### src/rtl/glitch_pulse_gen_if.sv
// glitch_pulse_gen_if: trigger, control, config and status bundle for the glitch pulse generator
interface glitch_pulse_gen_if #(
  parameter int CNT_W = 16,
  parameter int REP_W = 8
);
  logic             trigger_i;
  logic             arm_i;
  logic             abort_i;
  logic             cfg_edge_i;
  logic [CNT_W-1:0] cfg_delay_i;
  logic [CNT_W-1:0] cfg_width_i;
  logic [CNT_W-1:0] cfg_gap_i;
  logic [REP_W-1:0] cfg_repeat_i;
  logic             pulse_o;
  logic             pulse_en_o;
  logic             armed_o;
  logic             busy_o;
  logic             done_o;
  modport master (
    output trigger_i, arm_i, abort_i, cfg_edge_i, cfg_delay_i, cfg_width_i, cfg_gap_i, cfg_repeat_i,
    input  pulse_o, pulse_en_o, armed_o, busy_o, done_o
  );
  modport slave (
    input  trigger_i, arm_i, abort_i, cfg_edge_i, cfg_delay_i, cfg_width_i, cfg_gap_i, cfg_repeat_i,
    output pulse_o, pulse_en_o, armed_o, busy_o, done_o
  );
endinterface

### src/rtl/glitch_pulse_gen.sv
// glitch_pulse_gen: trigger-synchronised generator of delayed, repeated glitch pulses
module glitch_pulse_gen #(
  parameter int CNT_W       = 16,
  parameter int REP_W       = 8,
  parameter int SYNC_STAGES = 2
) (
  input  logic               clk,
  input  logic               rst_n,
  glitch_pulse_gen_if.slave  bus
);
  typedef enum logic [2:0] {IDLE, ARMED, DELAY, PULSE, GAP} state_t;
  state_t state, state_n;
  logic [SYNC_STAGES:0] sync;
  logic raw_edge, edge_q, ld, done_n, pulse_q, done_q, c_edge;
  logic [CNT_W-1:0] c_delay, c_width, c_gap, cnt, cnt_n, w_m1, g_m1;
  logic [REP_W-1:0] c_rep, rem, rem_n, n_m1;
  // top bit of sync is the edge-detect flop trailing the last synchroniser stage
  assign raw_edge = c_edge ? (sync[SYNC_STAGES] & ~sync[SYNC_STAGES-1])
                           : (sync[SYNC_STAGES-1] & ~sync[SYNC_STAGES]);
  // zero-valued width/gap/repeat behave as one
  assign w_m1 = (c_width == '0) ? '0 : c_width - CNT_W'(1);
  assign g_m1 = (c_gap == '0) ? '0 : c_gap - CNT_W'(1);
  assign n_m1 = (c_rep == '0) ? '0 : c_rep - REP_W'(1);
  always_comb begin
    state_n = state;
    cnt_n   = cnt;
    rem_n   = rem;
    ld      = 1'b0;
    done_n  = 1'b0;
    if (bus.abort_i) state_n = IDLE;
    else
      unique case (state)
        IDLE: if (bus.arm_i) begin
          ld      = 1'b1;
          state_n = ARMED;
        end
        ARMED: if (edge_q) begin
          rem_n   = n_m1;
          state_n = (c_delay == '0) ? PULSE : DELAY;
          cnt_n   = (c_delay == '0) ? w_m1 : c_delay - CNT_W'(1);
        end
        DELAY: begin
          state_n = (cnt == '0) ? PULSE : DELAY;
          cnt_n   = (cnt == '0) ? w_m1 : cnt - CNT_W'(1);
        end
        PULSE:
          if (cnt != '0) cnt_n = cnt - CNT_W'(1);
          else if (rem == '0) begin
            state_n = IDLE;
            done_n  = 1'b1;
          end else begin
            rem_n   = rem - REP_W'(1);
            cnt_n   = g_m1;
            state_n = GAP;
          end
        GAP: begin
          state_n = (cnt == '0) ? PULSE : GAP;
          cnt_n   = (cnt == '0) ? w_m1 : cnt - CNT_W'(1);
        end
        default: state_n = IDLE;
      endcase
  end
  always_ff @(posedge clk or negedge rst_n)
    if (!rst_n) begin
      state   <= IDLE;
      sync    <= '0;
      edge_q  <= 1'b0;
      cnt     <= '0;
      rem     <= '0;
      pulse_q <= 1'b0;
      done_q  <= 1'b0;
      c_edge  <= 1'b0;
      c_delay <= '0;
      c_width <= '0;
      c_gap   <= '0;
      c_rep   <= '0;
    end else begin
      state   <= state_n;
      sync    <= {sync[SYNC_STAGES-1:0], bus.trigger_i};
      edge_q  <= (state == ARMED) && raw_edge;
      cnt     <= cnt_n;
      rem     <= rem_n;
      pulse_q <= (state_n == PULSE);
      done_q  <= done_n;
      if (ld) begin
        c_edge  <= bus.cfg_edge_i;
        c_delay <= bus.cfg_delay_i;
        c_width <= bus.cfg_width_i;
        c_gap   <= bus.cfg_gap_i;
        c_rep   <= bus.cfg_repeat_i;
      end
    end
  assign bus.pulse_o    = pulse_q;
  assign bus.done_o     = done_q;
  assign bus.armed_o    = (state == ARMED);
  assign bus.busy_o     = (state != IDLE);
  assign bus.pulse_en_o = (state == DELAY) || (state == PULSE) || (state == GAP);
endmodule

### src/flat_wrapper.sv
// flat-port wrapper written by rule: the top's interface ports become plain ports
module glitch_pulse_gen_flat 
#(
  parameter int CNT_W       = 16,
  parameter int REP_W       = 8,
  parameter int SYNC_STAGES = 2
)
  (clk, rst_n, bus_trigger_i, bus_arm_i, bus_abort_i, bus_cfg_edge_i, bus_cfg_delay_i, bus_cfg_width_i, bus_cfg_gap_i, bus_cfg_repeat_i, bus_pulse_o, bus_pulse_en_o, bus_armed_o, bus_busy_o, bus_done_o);
  glitch_pulse_gen_if #(.CNT_W(CNT_W), .REP_W(REP_W)) bus_i ();
  input  logic clk;
  input  logic rst_n;
  input wire logic [$bits(bus_i.trigger_i)-1:0] bus_trigger_i;
  input wire logic [$bits(bus_i.arm_i)-1:0] bus_arm_i;
  input wire logic [$bits(bus_i.abort_i)-1:0] bus_abort_i;
  input wire logic [$bits(bus_i.cfg_edge_i)-1:0] bus_cfg_edge_i;
  input wire logic [$bits(bus_i.cfg_delay_i)-1:0] bus_cfg_delay_i;
  input wire logic [$bits(bus_i.cfg_width_i)-1:0] bus_cfg_width_i;
  input wire logic [$bits(bus_i.cfg_gap_i)-1:0] bus_cfg_gap_i;
  input wire logic [$bits(bus_i.cfg_repeat_i)-1:0] bus_cfg_repeat_i;
  output wire logic [$bits(bus_i.pulse_o)-1:0] bus_pulse_o;
  output wire logic [$bits(bus_i.pulse_en_o)-1:0] bus_pulse_en_o;
  output wire logic [$bits(bus_i.armed_o)-1:0] bus_armed_o;
  output wire logic [$bits(bus_i.busy_o)-1:0] bus_busy_o;
  output wire logic [$bits(bus_i.done_o)-1:0] bus_done_o;
  assign bus_i.trigger_i = bus_trigger_i;
  assign bus_i.arm_i = bus_arm_i;
  assign bus_i.abort_i = bus_abort_i;
  assign bus_i.cfg_edge_i = bus_cfg_edge_i;
  assign bus_i.cfg_delay_i = bus_cfg_delay_i;
  assign bus_i.cfg_width_i = bus_cfg_width_i;
  assign bus_i.cfg_gap_i = bus_cfg_gap_i;
  assign bus_i.cfg_repeat_i = bus_cfg_repeat_i;
  assign bus_pulse_o = bus_i.pulse_o;
  assign bus_pulse_en_o = bus_i.pulse_en_o;
  assign bus_armed_o = bus_i.armed_o;
  assign bus_busy_o = bus_i.busy_o;
  assign bus_done_o = bus_i.done_o;
  glitch_pulse_gen #(.CNT_W(CNT_W), .REP_W(REP_W), .SYNC_STAGES(SYNC_STAGES)) u_core (.clk(clk), .rst_n(rst_n), .bus(bus_i));
endmodule
### config.mk
export PLATFORM = sky130hd
export DESIGN_NAME = glitch_pulse_gen_flat
export DESIGN_NICKNAME = d
export VERILOG_FILES = /design/src/rtl/glitch_pulse_gen_if.sv /design/src/rtl/glitch_pulse_gen.sv /design/src/flat_wrapper.sv
export SDC_FILE = /design/constraint.sdc
export NUM_CORES = 1
export LEC_CHECK = 0
export BUFFER_PORTS_ARGS = -buffer_cell sky130_fd_sc_hd__clkbuf_2
export CORE_ASPECT_RATIO = 2
export CORE_MARGIN = 3
export CORE_UTILIZATION = 50
export DETAILED_ROUTE_END_ITERATION = 10
export PLACE_DENSITY = 0.75
export SLEW_MARGIN = 20
export SYNTH_ARGS = -nofsm -noshare
export SYNTH_HDL_FRONTEND = slang
export SYNTH_SLANG_ARGS = --single-unit
### constraint.sdc
create_clock -name clk -period 2.9 [get_ports clk]
set_input_delay 0.435 -clock clk [delete_from_list [all_inputs] [get_ports clk]]
set_output_delay 0.435 -clock clk [all_outputs]
set_load 0.005 [all_outputs]
* Yosys cells after proc, flatten, opt, wreduce, memory -nomap -nowiden
Cells that the tools add are included.
W data, S select, Z words.
** Operators by class
- Reductions and logical operators :: 17
- Bitwise gates (word level) :: 5
- $add $sub $neg :: 6
- Equal/unequal tests :: 9
- Muxes and demuxes :: 30
** Operators by type and width (count)
- $mux W16 :: 7
- $logic_not A16 Y1 :: 4
- $sub A16 B1 Y16 const B :: 4
- $pmux W16 S3 :: 1
- $mux W8 :: 4
- $mux W3 :: 6
- $logic_not A8 Y1 :: 2
- $pmux W8 S2 :: 1
- $reduce_bool A16 Y1 :: 1
- $sub A8 B1 Y8 const B :: 2
- $pmux W3 S5 :: 1
- $mux W1 :: 10
- $eq A3 B2 Y1 const B :: 3
- $reduce_bool A3 Y1 :: 2
- $reduce_and A5 Y1 :: 1
- $ne A2 B2 Y1 const B :: 2
- $reduce_and A4 Y1 :: 1
- $eq A3 B1 Y1 const B :: 1
- $eq A3 B3 Y1 const B :: 1
- $logic_not A3 Y1 :: 1
- $ne A3 B2 Y1 const B :: 1
- $not A1 Y1 :: 3
- $and A1 B1 Y1 :: 2
- $logic_or A1 B1 Y1 :: 2
- other kinds (4) :: 4
** Storage, ports and cells
- Input bits :: 62
- Register bits :: 90
- Logic and storage cells :: 79
- Output and inout bits :: 5

* Logic depth before layout (Yosys ltp)
- Word-level depth :: 6
- Depth in mapped cells :: 10
- Depth with buffers taken out :: 8

* Worst setup path before layout
OpenSTA, ideal clock, no wires.
- Path kind :: register to register
- Start point :: register u_core.cnt[0]
- End point :: register u_core.pulse_q, in the netlist u_core.bus.pulse_o
- Period minus slack after synthesis :: 2187 ps
- Arrival :: 2092 ps
- Stages on the path, launching flop included :: 10
- Slack :: 713 ps
- Required time :: 2805 ps
- Path buffers :: 1
- Library setup time :: 95 ps
- Cell sequence :: dfrtp_1 inv_1 ha_1 nor3b_1 and4_1 buf_2 nand2_1 o21a_1 o22a_1 nor4b_2
** On the way
- Word-level cells in the longest chain between the ends :: 5
- Elaborated cells on any way between the ends :: 8
- Classes of those cells :: eq/ne (1); mux (5); reduce/logical (2)
** RTL lines
- start: declaration :: RTL line glitch_pulse_gen.sv:15 : logic [CNT_W-1:0] c_delay, c_width, c_gap, cnt, cnt_n, w_m1, g_m1;
- start signal: assignment :: RTL line glitch_pulse_gen.sv:81 : cnt <= cnt_n;
- $logic_not A16 Y1 or $reduce_bool A16 Y1 (tied branches) :: RTL line glitch_pulse_gen.sv:43, glitch_pulse_gen.sv:57, glitch_pulse_gen.sv:47
- $mux W3, or another cell as far along :: RTL line glitch_pulse_gen.sv:57 : state_n = (cnt == '0) ? PULSE : GAP;
- $pmux W3 S5 * :: RTL line glitch_pulse_gen.sv:32 : unique case (state)
- $mux W3 * :: RTL line glitch_pulse_gen.sv:30 : if (bus.abort_i) state_n = IDLE;
- $eq A3 B2 Y1 * :: RTL line glitch_pulse_gen.sv:83 : pulse_q <= (state_n == PULSE);
- end signal: assignment :: RTL line glitch_pulse_gen.sv:83
- end: declaration :: RTL line glitch_pulse_gen.sv:14 : logic raw_edge, edge_q, ld, done_n, pulse_q, done_q, c_edge;
Mark *: on every way between the ends. The rest lies on a longest branch, timed or not.
A chain may end at the register's enable or synchronous reset.

* Worst setup path in the final report
- Start point :: register u_core.c_width[0]
- End point :: register u_core.cnt[10]
** On the way
- Word-level cells in the longest chain between the ends :: 5
- Elaborated cells on any way between the ends :: 7
- Classes of those cells :: add/sub (1); mux (5); reduce/logical (1)
** RTL lines
- start: declaration :: RTL line glitch_pulse_gen.sv:15
- start signal: assignment :: RTL line glitch_pulse_gen.sv:88 : c_width <= bus.cfg_width_i;
- $sub A16 B1 Y16 or $logic_not A16 Y1 (tied branches) :: RTL line glitch_pulse_gen.sv:21 : assign w_m1 = (c_width == '0) ? '0 : c_width - CNT_W'(1);
- $mux W16 * :: RTL line glitch_pulse_gen.sv:21
- $mux W16 :: RTL line glitch_pulse_gen.sv:40 : cnt_n = (c_delay == '0) ? w_m1 : c_delay - CNT_W'(1);
- $mux W16 :: RTL line glitch_pulse_gen.sv:37 : ARMED: if (edge_q) begin
- $pmux W16 S3 * :: RTL line glitch_pulse_gen.sv:32
Mark *: on every way between the ends. The rest lies on a longest branch, timed or not. The select of a mux whose other input is x is not followed.

==> metrics.txt <==
run status=finished, final reports clean; vias=just over 5k; f_max=368.8 MHz; # IOs=between 60 and 70; sequential area share after synthesis=approximately 40%; Residual DRC=0; antenna violations before repair=0; starting density of the core=51.78%; Syn. warnings=0; post-synthesis cell type count=70; Num CTS Buffers=9; Yosys reg bits=90; slew margin rel.=about 46%; Cell Count, Final, Fillers Out=~800; Worst Tran Pin Value=approximately 0.80 ns; fin nets=around 730; syn nets=between 600 and 700; clock tree buffer depth=2; Setup TNS=0 ns; Setup Skew=0.008523 ns; maxcap violations=0; CTS Sinks=90; fill count=966; Power Total=approximately 4.7 mW; met2 global-route usage=around 47%; asr flop ratio synth=100.0%; RSZ-0062 raised after global routing=false; Power Dens Cells=between 700 and 800 mW/mm^2; Worst VDD drop=0.4972 mV; total grt overflow=0; Std-Cell Rows=54; gr usage total=26.88%; placed insts=roughly 800; Leak Pwr=2.705 nW; max-slew violations=0; Startpoint Class=flop; Gate power share=31.6%; CTS root buf=clkbuf_16; Fin. Hold Viols=0; dpl ws=0.2676 ns; DP HPWL=12,720 um; Sw Pwr=roughly 1.8 mW; share of power burned in registers=44.1%; drt total wl=around 16,000 um; grt met3 use=under 10%; clock slew at reported path FFs=around 0.07 ns; Core Area=0.01108 mm^2; Crit path arrival time=a little under 3 ns; Period Utilization, post-route=93.51%; switch share=a little under two fifths; Power Internal=2.949 mW; CP max FO=10; Reg2Reg Setup Slack=0.19 ns; CTS Hold Bufs=0; Synth Flop Type=dfrtp_1; met1 Usage GRT=28.81%; fin util=between 50% and 60%; Final Cell Area=0.006571 mm^2; register area=between 0.002 and 0.0025 mm^2; min Tclk post-route=approximately 2.7 ns; CP Class=flop to flop; DIE WIDTH=about 80 um; Final setup viols=0; routed length per instance=between 20 and 25 um; Post-Syn Area=around 0.0057 mm^2; synth-to-layout area growth=14.52%; Buffers on Ports=66; Die Height=157.5 um; Antenna Violating Nets Remaining=0; EDFF count, synth=0; largest net degree at the start of global routing=58; Initial DRC Count=between 400 and 500; Worst Setup End Kind=flop; Clk pwr share=between 20% and 30%; CTS tree=built; PostCTS Resize Cnt=0; Placed Area=0.006272 mm^2; Initial DRT Pass Iterations=8; most frequent cells in the layout=dfrtp_1, clkbuf_2, mux2_2; Critical Path RT=between 3 and 4 ns; area of the multi-input gates=0.003308 mm^2; Hold WS=between 0.05 and 0.06 ns; layout cell share with drive strength beyond 1=around 25%; Post-Syn Instances=590; Setup Buffers After CTS=0; vias in the first global route=5,281; routability congestion estimate=~1; worst min path class=primary input to async pin; first-pass GRT wire length=about 26,000 um; H-tree depth=3; commonest non-fill, non-tap cell in the layout=dfrtp_1; gr busiest metal=met2; Worst-Skew Late Latency=around 0.34 ns; antenna cells=0; Avg Inst Size Synth=between 9 and 10 um^2; Die ar.=roughly 0.013 mm^2; Final WS setup=~0.19 ns; DR vias/cell=around 6.4
## critical path, stage by stage, from the launching register on
cell and delay (ns):
dfrtp_1 0.45, inv_1 0.09, ha_1 0.18, nor3b_1 0.46
and4_1 0.38, a21o_1 0.38, o2111ai_1 0.30, a22oi_1 0.23
o211ai_1 0.11
## state kept, by name, summed over array words and instances, names as in the netlist, 3 cells and up
register / count
u_core.c_width: 16
u_core.cnt: 16
u_core.sync: 3
u_core.state: 3
u_core.c_rep: 8
u_core.c_delay: 16
u_core.rem: 8
u_core.c_gap: 16
## metal layers
layer  part of all wire, %  up-vias  wire (um)
met2                    52      215       8556
li1                      -     2388          -
met5                     0        -          0
met4                   7.5        0       1233
met1                    35     2502       5786
met3                   5.1       69        845
## cell usage after synthesis (all sizes together), types with 7 or more instances
master   n  area (um^2)
a21oi   18        90.09
a22o     7        61.31
buf     15        80.07
clkbuf   9        33.78
dfrtp   90         2252
ha       7        87.58
inv     17        63.81
mux2    57        641.9
nand2   33        131.4
nand3   17        85.08
nand4    9        56.30
nor2    43        166.4
nor3    37        221.5
nor4    19        143.9
o211ai  12        90.09
o21ai   29        145.1
o22ai   10        62.56
or3      9        56.30
or3b     7        61.31
or4      8        63.81
xnor2   18        157.7
xor2    15        131.4
## power groups by stage
| stage | clock [mW] | sequential, mW | combinational [mW] |
|---|---|---|---|
| 5_1_grt | 1.22 | 2.14 | 1.64 |
| 3_3_place_gp | 0 | 2.06 | 1.43 |
| 4_1_cts | 1.18 | 2.07 | 1.47 |
| 3_5_place_dp | 0 | 2.09 | 1.46 |
| 2_1_floorplan | 0 | 1.94 | 1.08 |
| 6_report | 1.15 | 2.09 | 1.50 |
## layout make-up
class | count | share of cell area (%)
Clock buffer | 12 | 4.056
Clock inverter | 4 | 0.4950
Inverter | 17 | 0.9711
Multi-Input combinational cell | 459 | 50.34
Sequential cell | 90 | 34.27
Tap cell | 140 | 2.666
Timing Repair Buffer | 83 | 7.197
## worst paths after layout
check | depth (start not counted) | end | startpoint
max in group asynchronous | 2 | u_core.c_width[1] | rst_n
max | 8 | u_core.cnt[10] | u_core.c_width[0]
min reg2reg | 0 | u_core.sync[1] | u_core.sync[0]
min | 1 | u_core.bus.done_o | rst_n
min in group clk | 1 | u_core.sync[0] | bus_trigger_i
max reg2reg | 8 | u_core.cnt[10] | u_core.c_width[0]
## logic make-up after synthesis
group / share of synthesized area (%)
and+or+nand+nor: 21.96
AOI/OAI and AO/OA: 16.90
DFF: 39.25
muxes: 12.23
buffers and inverters: 3.096
xor gates and xnor gates: 5.037
adders and majority gates: 1.526
Note: power is estimated with default switching activity, not from simulation.
